--- config.mk ---
export PLATFORM = sky130hd
export DESIGN_NAME = tone_synth_flat
export DESIGN_NICKNAME = d
export VERILOG_FILES = /design/src/rtl/tone_synth_if.sv /design/src/rtl/tone_synth.sv /design/src/flat_wrapper.sv
export SDC_FILE = /design/constraint.sdc
export NUM_CORES = 1
export LEC_CHECK = 0
export CAP_MARGIN = 0
export CORE_UTILIZATION = 45
export CTS_BUF_LIST = sky130_fd_sc_hd__clkbuf_4
export CTS_CLUSTER_SIZE = 24
export DETAILED_ROUTE_END_ITERATION = 8
export SLEW_MARGIN = 10
export SYNTH_ARGS = -nofsm -noshare
export SYNTH_HDL_FRONTEND = slang
export SYNTH_SLANG_ARGS = --single-unit
--- constraint.sdc ---
create_clock -name clk -period 4.3 [get_ports clk]
set_input_delay 1.075 -clock clk [delete_from_list [all_inputs] [get_ports clk]]
set_output_delay 1.075 -clock clk [all_outputs]
set_load 0.02 [all_outputs]
--- src/rtl/tone_synth_if.sv ---
// Control and sample bus between the tone source and its controller/consumer.
// The master drives note/volume controls; the slave returns stereo samples and status.
interface tone_synth_if #(
    parameter int DIV_W = 22
);
    logic [DIV_W-1:0] note_div_left;
    logic [DIV_W-1:0] note_div_right;
    logic             note_load;
    logic             note_on;
    logic [2:0]       vol;
    logic [15:0]      audio_left;
    logic [15:0]      audio_right;
    logic             ramp_done;
    logic             pending;

    modport master (
        output note_div_left, note_div_right, note_load, note_on, vol,
        input  audio_left, audio_right, ramp_done, pending
    );

    modport slave (
        input  note_div_left, note_div_right, note_load, note_on, vol,
        output audio_left, audio_right, ramp_done, pending
    );
endinterface

--- src/rtl/tone_synth.sv ---
// Stereo square-wave tone source with per-channel half-period dividers and a shared
// linear attack/release envelope; all outputs are registered so they never glitch.
module tone_synth #(
    parameter int          DIV_W     = 22,
    parameter int          RAMP_CYC  = 256,
    parameter logic [15:0] RAMP_STEP = 16'h0100
) (
    input  logic           clk,
    input  logic           rst_n,
    tone_synth_if.slave    bus
);
    localparam int                PRE_W    = (RAMP_CYC > 1) ? $clog2(RAMP_CYC) : 1;
    localparam logic [PRE_W-1:0]  PRE_LAST = PRE_W'(RAMP_CYC - 1);

    // Envelope target: silence when muted, else full scale shifted down by volume.
    function automatic logic [14:0] f_target(input logic on, input logic [2:0] v);
        logic [14:0] t;
        t = '0;
        if (on && (v != 3'd0)) begin
            t = 15'h7FFF >> (3'd7 - v);
        end
        return t;
    endfunction

    // One envelope step toward the target, clamped so it never overshoots.
    function automatic logic [14:0] f_step_toward(input logic [14:0] cur, input logic [14:0] tgt);
        logic [15:0] diff;
        logic [14:0] nxt;
        diff = '0;
        nxt  = tgt;
        if (cur < tgt) begin
            diff = {1'b0, tgt} - {1'b0, cur};
            if (diff > RAMP_STEP) nxt = cur + RAMP_STEP[14:0];
        end else if (cur > tgt) begin
            diff = {1'b0, cur} - {1'b0, tgt};
            if (diff > RAMP_STEP) nxt = cur - RAMP_STEP[14:0];
        end
        return nxt;
    endfunction

    logic [PRE_W-1:0]  r_pre;
    logic [14:0]       r_amp;
    logic              r_done;
    logic [14:0]       w_target;
    logic              w_pre_wrap;
    logic [1:0]        w_pend;
    logic [1:0][15:0]  w_audio;

    assign w_target   = f_target(bus.note_on, bus.vol);
    assign w_pre_wrap = (r_pre == PRE_LAST);

    always_ff @(posedge clk or negedge rst_n) begin
        if (!rst_n) begin
            r_pre  <= '0;
            r_amp  <= '0;
            r_done <= 1'b1;
        end else begin
            r_pre  <= w_pre_wrap ? '0 : r_pre + PRE_W'(1);
            if (w_pre_wrap) r_amp <= f_step_toward(r_amp, w_target);
            r_done <= (r_amp == w_target);
        end
    end

    for (genvar ch = 0; ch < 2; ch++) begin : g_ch
        logic [DIV_W-1:0]   w_div_in;
        logic [DIV_W-1:0]   r_div_act;
        logic [DIV_W-1:0]   r_div_pend;
        logic [DIV_W-1:0]   r_cnt;
        logic               r_pend;
        logic               r_phase;
        logic signed [15:0] r_audio_p1;
        logic               w_active;
        logic               w_wrap;
        logic               w_xfer;
        logic signed [15:0] w_mag;
        logic signed [15:0] w_sample;

        assign w_div_in = (ch == 0) ? bus.note_div_left : bus.note_div_right;
        assign w_active = (r_div_act >= DIV_W'(2));
        assign w_wrap   = w_active && (r_cnt == r_div_act - DIV_W'(1));
        // A pending divisor lands only on a half-period boundary, or at once when idle.
        assign w_xfer   = r_pend && (w_wrap || !w_active);
        assign w_mag    = signed'({1'b0, r_amp});
        assign w_sample = (!w_active || (r_amp == 15'd0)) ? '0 : (r_phase ? w_mag : -w_mag);

        always_ff @(posedge clk or negedge rst_n) begin
            if (!rst_n) begin
                r_div_act  <= '0;
                r_div_pend <= '0;
                r_cnt      <= '0;
                r_pend     <= 1'b0;
                r_phase    <= 1'b0;
                r_audio_p1 <= '0;
            end else begin
                if (bus.note_load) r_div_pend <= w_div_in;
                r_pend <= bus.note_load | (r_pend & ~w_xfer);
                if (w_xfer) r_div_act <= r_div_pend;
                if (!w_active) begin
                    r_cnt   <= '0;
                    r_phase <= 1'b0;
                end else if (w_wrap) begin
                    r_cnt   <= '0;
                    r_phase <= ~r_phase;
                end else begin
                    r_cnt   <= r_cnt + DIV_W'(1);
                end
                // Output stage: sample registered one clock after phase/amp.
                r_audio_p1 <= w_sample;
            end
        end

        assign w_pend[ch]  = r_pend;
        assign w_audio[ch] = r_audio_p1;
    end

    assign bus.audio_left  = w_audio[0];
    assign bus.audio_right = w_audio[1];
    assign bus.ramp_done   = r_done;
    assign bus.pending     = |w_pend;
endmodule
--- src/flat_wrapper.sv ---
// flat-port wrapper written by rule: the top's interface ports become plain ports
module tone_synth_flat 
#(
    parameter int          DIV_W     = 22,
    parameter int          RAMP_CYC  = 256,
    parameter logic [15:0] RAMP_STEP = 16'h0100
)
  (clk, rst_n, bus_note_div_left, bus_note_div_right, bus_note_load, bus_note_on, bus_vol, bus_audio_left, bus_audio_right, bus_ramp_done, bus_pending);
  tone_synth_if #(.DIV_W(DIV_W)) bus_i ();
  input  logic clk;
  input  logic rst_n;
  input wire logic [$bits(bus_i.note_div_left)-1:0] bus_note_div_left;
  input wire logic [$bits(bus_i.note_div_right)-1:0] bus_note_div_right;
  input wire logic [$bits(bus_i.note_load)-1:0] bus_note_load;
  input wire logic [$bits(bus_i.note_on)-1:0] bus_note_on;
  input wire logic [$bits(bus_i.vol)-1:0] bus_vol;
  output wire logic [$bits(bus_i.audio_left)-1:0] bus_audio_left;
  output wire logic [$bits(bus_i.audio_right)-1:0] bus_audio_right;
  output wire logic [$bits(bus_i.ramp_done)-1:0] bus_ramp_done;
  output wire logic [$bits(bus_i.pending)-1:0] bus_pending;
  assign bus_i.note_div_left = bus_note_div_left;
  assign bus_i.note_div_right = bus_note_div_right;
  assign bus_i.note_load = bus_note_load;
  assign bus_i.note_on = bus_note_on;
  assign bus_i.vol = bus_vol;
  assign bus_audio_left = bus_i.audio_left;
  assign bus_audio_right = bus_i.audio_right;
  assign bus_ramp_done = bus_i.ramp_done;
  assign bus_pending = bus_i.pending;
  tone_synth #(.DIV_W(DIV_W), .RAMP_CYC(RAMP_CYC), .RAMP_STEP(RAMP_STEP)) u_core (.clk(clk), .rst_n(rst_n), .bus(bus_i));
endmodule
==> impl_metrics.tcl, run 1 <==
set metrics [dict create \
    yosys.area_share.adder_pct 3.99 \
    ant_nets 0 \
    period_share_pct 92.8 \
    synth_flop_cell "dfrtp_1" \
    clockBufferDepth 2 \
    final_util_pct 53.6 \
    synth_top_area_share_pct 40.8 \
    skew_ns 0.0265 \
    p_leak_nw 5.31 \
    yosys_warnings 0 \
    cp.arrival_ns 4.46 \
    required_ns 4.77 \
    gp_congestion 0.874 \
    routed_wl_um 24900 \
    post_cts_resized 0 \
    dpl_cell_area_mm2 0.0119 \
    seq_area_frac_synth_pct 41.1 \
    cts.sinks 173 \
    grt_pass1_vias 7936 \
    hold_slack_ns 0.485 \
    status "complete, no violations" \
    die_h_um 155 \
    synthCells 1078 \
    ios 85 \
    yosys.cell_types.count 80 \
    synth_xor_xnor_area_share_pct 9.55 \
    holdBufCountCts 0 \
    coreArea_mm2 0.0228 \
    synth_simple_gate_area_share_pct 18.6 \
    slew_violations 0 \
    routed_via_density 5.41 \
    worstMarginPinSlew_ns 1.09 \
    dieArea_mm2 0.0241 \
    dp.final_hpwl_um 18700 \
    finalHoldViolCount 0 \
    setup_viol 0 \
    critPathKind "input port to flop" \
    area_growth_pct 16.0 \
    synth-edff-count 0 \
    drtIter0Drc 415 \
    synthMuxAreaShare_pct 9.87 \
    h-tree-depth 4 \
    final_common_cell "dfrtp_1" \
    dr.pass1.iters 6 \
    cts_tree "yes" \
    drive_above_1_share_pct 17.5 \
    startpoint_type "input port" \
    io_buffers 84 \
    core.rowCount 55 \
    slew_headroom_pct 27.5 \
    power_density_mw_per_mm2 308 \
    dp_worst_setup_slack_ns -0.241 \
    synth-compound-area-share_pct 12.0 \
    fmax_mhz 251 \
    synth_async_sr_flop_share_pct 100 \
    clockRootBuffer "clkbuf_4" \
    num_vias 8176 \
    rsz0062_at_grt "false" \
    drc_errors 0 \
    synth_top_family_by_area "simple AND/OR/NAND/NOR gates" \
    maxCapViolCount 0 \
    detail_route.wl_per_cell_um 16.5 \
    syn_avg_cell_area_um2 9.79 \
    initial_core_util_pct 46.2 \
    ys_ff_latch 173 \
    synthTopCellsByArea "dfrtp_1 41%, mux2_2 7.7%, xnor2_1 5.0%" \
    grt_max_degree 82 \
    cp_max_fo 14 \
    fin_nets 1267 \
    layout_common_cells "172 x dfrtp_1, 118 x nor2_1, 82 x clkdlybuf4s50_1" \
    hold_class "flop to flop" \
    post_cts_buffers 0 \
    grtUsageTotal_pct 21.7 \
    min_period_ns 3.99 \
    syn-num-nets 1162 \
    grt_pass1_wl_um 41400 \
    path_clk_slew_ns 0.16 \
    stdcell_count 1510 \
    total_power_mw 3.77 \
    fin_area_mm2 0.0122 \
    tns_ns 0 \
    cp-end-kind "flop" \
    synth_area_mm2 0.0105 \
    overflow 0 \
    place_inst 1477 \
    final.setup.worst_slack_ns 0.309 \
    cts_made_buffers 17 \
    die_w_um 155 \
    antenna_found_initial 1 \
    clk_latency_ns 0.58 \
    yosysTopAreaCell "dfrtp_1" \
    ir_drop_mv 0.216 \
]
==> area by class of cell <==
| cell class | instances | area (um^2) |
|---|---|---|
| diodes | 1 | 2.50 |
| clock buffers | 17 | 128 |
| clock inverters | 15 | 169 |
| fillers | 2147 | 10600 |
| inverters | 33 | 124 |
| multi-input cells | 802 | 5700 |
| flip-flops and latches | 173 | 4330 |
| well taps | 313 | 392 |
| repair buffers | 156 | 1390 |
==> power breakdown <==
group | internal (mW) | switching [mW] | total (mW)
clock network | 0.274 | 0.665 | 0.939
registers | 1.78 | 0.211 | 1.99
logic | 0.439 | 0.400 | 0.839
total | 2.50 | 1.28 | 3.77
==> worst paths after layout <==
kind	slack [ns]	cells past startpoint	to	start
setup / recovery	0.31	13	u_core.r_amp[10]	bus_vol[1]
hold / removal	0.49	1	u_core.r_pre[4]	u_core.r_pre[4]
setup reg to reg	0.60	9	u_core.g_ch[0].r_div_act[0]	u_core.g_ch[0].r_div_act[14]
hold reg to reg	0.49	1	u_core.r_pre[4]	u_core.r_pre[4]
max in group asynchronous	2.87	2	u_core.bus.ramp_done	rst_n
min in group asynchronous	0.51	1	u_core.g_ch[0].r_div_act[17]	rst_n
==> routing by layer <==
metal	track usage, %	vias up	share of wire (%)
li1	-	4040	-
met1	30.9	3935	48
met2	34.4	180	46
met3	4.04	21	4.6
met4	4.90	0	1.3
met5	0	-	0
==> worst max-delay path, cell delays in order <==
cell and delay, ns:
clkdlybuf4s50_1 0.44, buf_4 0.15, o21ai_0 0.27, inv_1 0.08, ha_1 0.54, mux2_2 0.23
nand2_1 0.05, a221o_1 0.31, nor4_1 0.24, nand4_1 0.27, and2_1 0.29, a41o_1 0.25
a221o_1 0.25
==> flip-flops by register name (all words and copies together), names as in the netlist, 8 cells and up <==
signal                  cells
u_core.bus.audio_left      10
u_core.bus.audio_right     10
u_core.g_ch.r_cnt          44
u_core.g_ch.r_div_act      44
u_core.g_ch.r_div_pend     44
u_core.r_amp                8
u_core.r_pre                8
==> synthesized netlist by cell type, drive strengths merged (9+ instances only) <==
cell type / n
nand2: 67
ha: 32
nand4: 17
xnor2: 60
and3: 21
clkbuf: 49
a211oi: 10
o311ai: 10
xor2: 55
dfrtp: 172
nand3: 42
nand2b: 12
a21oi: 43
buf: 20
nor4: 16
mux2: 82
inv: 32
nor3: 32
nor2b: 10
o21ai: 23
and2: 10
or3: 9
nor2: 118
==> logic make-up after synthesis <==
group	Yosys count
compound gates	176
xor+xnor	115
fa+ha+maj	33
buf+inv	103
flops	173
mux	90
simple gates	388
Note: power is estimated with default switching activity, not from simulation.
==> run 2, diff against run 1 <==
--- a/config.mk
+++ b/config.mk
@@ -5,6 +5,7 @@
 export SDC_FILE = /design/constraint.sdc
 export NUM_CORES = 1
 export LEC_CHECK = 0
+export ABC_AREA = 1
 export CAP_MARGIN = 0
 export CORE_UTILIZATION = 45
 export CTS_BUF_LIST = sky130_fd_sc_hd__clkbuf_4
==> run 2 against run 1 <==
Synthesized area is 2.4% higher. Synthesized cell count is 40% higher. Combinational power is 100% higher. Sequential share of layout area is 0.19 points higher. Utilization is 1.7 points lower. Count of clock-buffer cells in the layout stayed put. Maximum frequency is 11% higher. Largest power group unchanged.
==> impl_metrics.tcl, run 2 <==
set metrics [dict create \
    core.rowCount 56 \
    setup_viol 0 \
    area_growth_pct 12.7 \
    final_util_pct 51.9 \
    ys_ff_latch 173 \
    critPathKind "input port to flop" \
    io_buffers 84 \
    period_share_pct 83.5 \
    drc_errors 0 \
    dpl_cell_area_mm2 0.0118 \
    grt_pass1_vias 9025 \
    clockRootBuffer "clkbuf_4" \
    cts.sinks 173 \
    initial_core_util_pct 46.0 \
    seq_power_share_pct 45.3 \
    total_power_mw 4.93 \
    cp-end-kind "flop" \
    drtIter0Drc 605 \
    grtUsageTotal_pct 22.9 \
    synthTopCellsByArea "dfrtp_1 40%, nand2_1 19%, nand3_1 6.5%" \
    ant_nets 0 \
    syn-num-nets 1594 \
    die_h_um 157 \
    clockBufferDepth 2 \
    p_leak_nw 6.16 \
    tns_ns 0 \
    r2r.worst_path.cells 13 \
    synth-edff-count 0 \
    clk_latency_ns 0.60 \
    dp.final_hpwl_um 19900 \
    dieArea_mm2 0.0246 \
    layout_common_cells "538 x nand2_1, 177 x nor2_1, 172 x dfrtp_1" \
    gp_congestion 0.956 \
    fin_area_mm2 0.0122 \
    coreArea_mm2 0.0235 \
    skew_ns 0.0476 \
    fmax_mhz 279 \
    nFillCells 2330 \
    cp-startpoint "bus_vol[1]" \
    die_w_um 157 \
    detail_route.wl_per_cell_um 13.9 \
    yosys.cell_types.count 41 \
    required_ns 4.78 \
    synth_async_sr_flop_share_pct 100 \
    ir_drop_mv 0.220 \
    power_density_mw_per_mm2 405 \
    path_clk_slew_ns 0.19 \
    status "complete, no violations" \
    hold_class "flop to flop" \
    synth_commonest_cells "538 x nand2_1, 177 x nor2_1, 172 x dfrtp_1" \
    num_vias 9422 \
    power_switching_mw 2.07 \
    crit-reg2reg-launch "u_core.g_ch[0].r_div_act[8]" \
    power.internal_mw 2.86 \
    final_common_cell "nand2_1" \
    antenna_found_initial 1 \
    worstSetupEndpoint "u_core.r_amp[6]" \
    pwr-share-clk_pct 20.7 \
    rsz0062_at_grt "false" \
    finalHoldViolCount 0 \
    h-tree-depth 4 \
    dr.pass1.iters 5 \
    synth_top_area_share_pct 39.9 \
    cp.arrival_ns 4.07 \
    grt_max_degree 82 \
    synth_area_mm2 0.0108 \
    post_cts_buffers 0 \
    startpoint_type "input port" \
    post_cts_resized 0 \
    top_regs "u_core.g_ch.r_cnt x44, u_core.g_ch.r_div_act x44, u_core.g_ch.r_div_pend x44" \
    drive_above_1_share_pct 4.91 \
    worstMarginPinSlew_ns 0.766 \
    synth_flop_cell "dfrtp_1" \
    seq_area_frac_synth_pct 40.1 \
    ios 85 \
    cts_made_buffers 17 \
    p_sw_share_pct 41.9 \
    routed_via_density 4.94 \
    pwr-share-comb_pct 34.0 \
    yosysTopAreaCell "dfrtp_1" \
    overflow 0 \
    routed_wl_um 26400 \
    fin_nets 1658 \
    syn_avg_cell_area_um2 7.15 \
    yosys_warnings 0 \
    r2r_slack_ns 1.28 \
    cp_max_fo 7 \
    hold_slack_ns 0.479 \
    min_period_ns 3.59 \
    synthCells 1510 \
    slew_violations 0 \
    reg2reg_to "u_core.g_ch[0].r_div_act[11]" \
    slew_headroom_pct 48.9 \
    holdBufCountCts 0 \
    yosysMostFrequentCell "nand2_1" \
    maxCapViolCount 0 \
    grt_pass1_wl_um 44300 \
    cts_tree "yes" \
]
run 2: cell types whose count changed after synthesis, sizes merged, moves of 11 or more:
| cell | before | now |
|---|---|---|
| nor4 | 16 | 5 |
| clkbuf | 49 | 19 |
| nand3 | 42 | 143 |
| nand4 | 17 | 32 |
| buf | 20 | 31 |
| xnor2 | 60 | 34 |
| nand2 | 67 | 549 |
| and3 | 21 | 1 |
| a21oi | 43 | 21 |
| nor2 | 118 | 190 |
| mux2 | 82 | 0 |
| inv | 32 | 147 |
| nand2b | 12 | 0 |
run 2: layout make-up:
type	count	area, um^2	area share (%)
Tap cell	319	399	3.28
Inverter	152	571	4.69
Sequential cell	173	4330	35.6
Multi-Input combinational cell	1135	5590	45.9
Timing Repair Buffer	95	937	7.70
Antenna cell	1	2.50	0.0206
Clock buffer	17	128	1.05
Clock inverter	15	213	1.75
run 2: cells by family after synthesis:
group	share of synthesized area [%]
xor gates and xnor gates	6.49
DFF	40.1
and+or+nand+nor	38.0
muxes	0.0927
adders and majority gates	3.89
AOI/OAI and AO/OA	3.27
buffers and inverters	8.12
run 2: metrics by stage:
stage | setup WS, ns | std cells
after CTS | 0.767 | 1906
final | 0.711 | 1907
after global routing | 0.468 | 1907
after global placement | 0.174 | 1874
after detailed placement | 0.143 | 1874
after floorplan | 0.810 | 1510
run 2: metal layers:
metal | up-vias | global-route usage, % | share of wire (%)
met4 | 0 | 6.21 | 1.5
met5 | - | 0 | 0
met2 | 171 | 37.6 | 46
met1 | 4354 | 31.6 | 49
met3 | 27 | 3.19 | 3.6
li1 | 4870 | - | -
run 2: how the worst min path moves through the flow:
stage / from / endpoint / cells after the start / slack [ns]
floorplan: u_core.r_pre[0] / u_core.r_pre[0] / 1 / 0.43
global placement: u_core.r_pre[0] / u_core.r_pre[0] / 1 / 0.45
detailed placement: u_core.r_pre[0] / u_core.r_pre[0] / 1 / 0.46
CTS: u_core.r_pre[0] / u_core.r_pre[0] / 1 / 0.48
global route: u_core.r_pre[7] / u_core.r_pre[7] / 1 / 0.50
finish: u_core.r_pre[0] / u_core.r_pre[0] / 1 / 0.48
run 2: critical path, cell delays in order:
cell and delay, ns:
clkdlybuf4s50_1 0.52, o21ai_1 0.19, a21oi_1 0.25, inv_1 0.13, ha_1 0.35, a21oi_1 0.30
nand2_1 0.13, nand2_1 0.10, nand3_1 0.07, nand2_1 0.06, nand2_1 0.06, nor2_1 0.25
nand3_2 0.22, nand2_2 0.11, nand2_1 0.07, o21ai_1 0.12, nand2_1 0.06
run 2: power by group through the flow:
stage               Clock, mW  Sequential, mW  Combinational [mW]
global placement            0            2.27                1.66
floorplan                   0            2.21                1.20
detailed placement          0            2.27                1.68
CTS                      1.05            2.24                1.69
global route             1.11            2.28                1.93
finish                   1.02            2.23                1.68
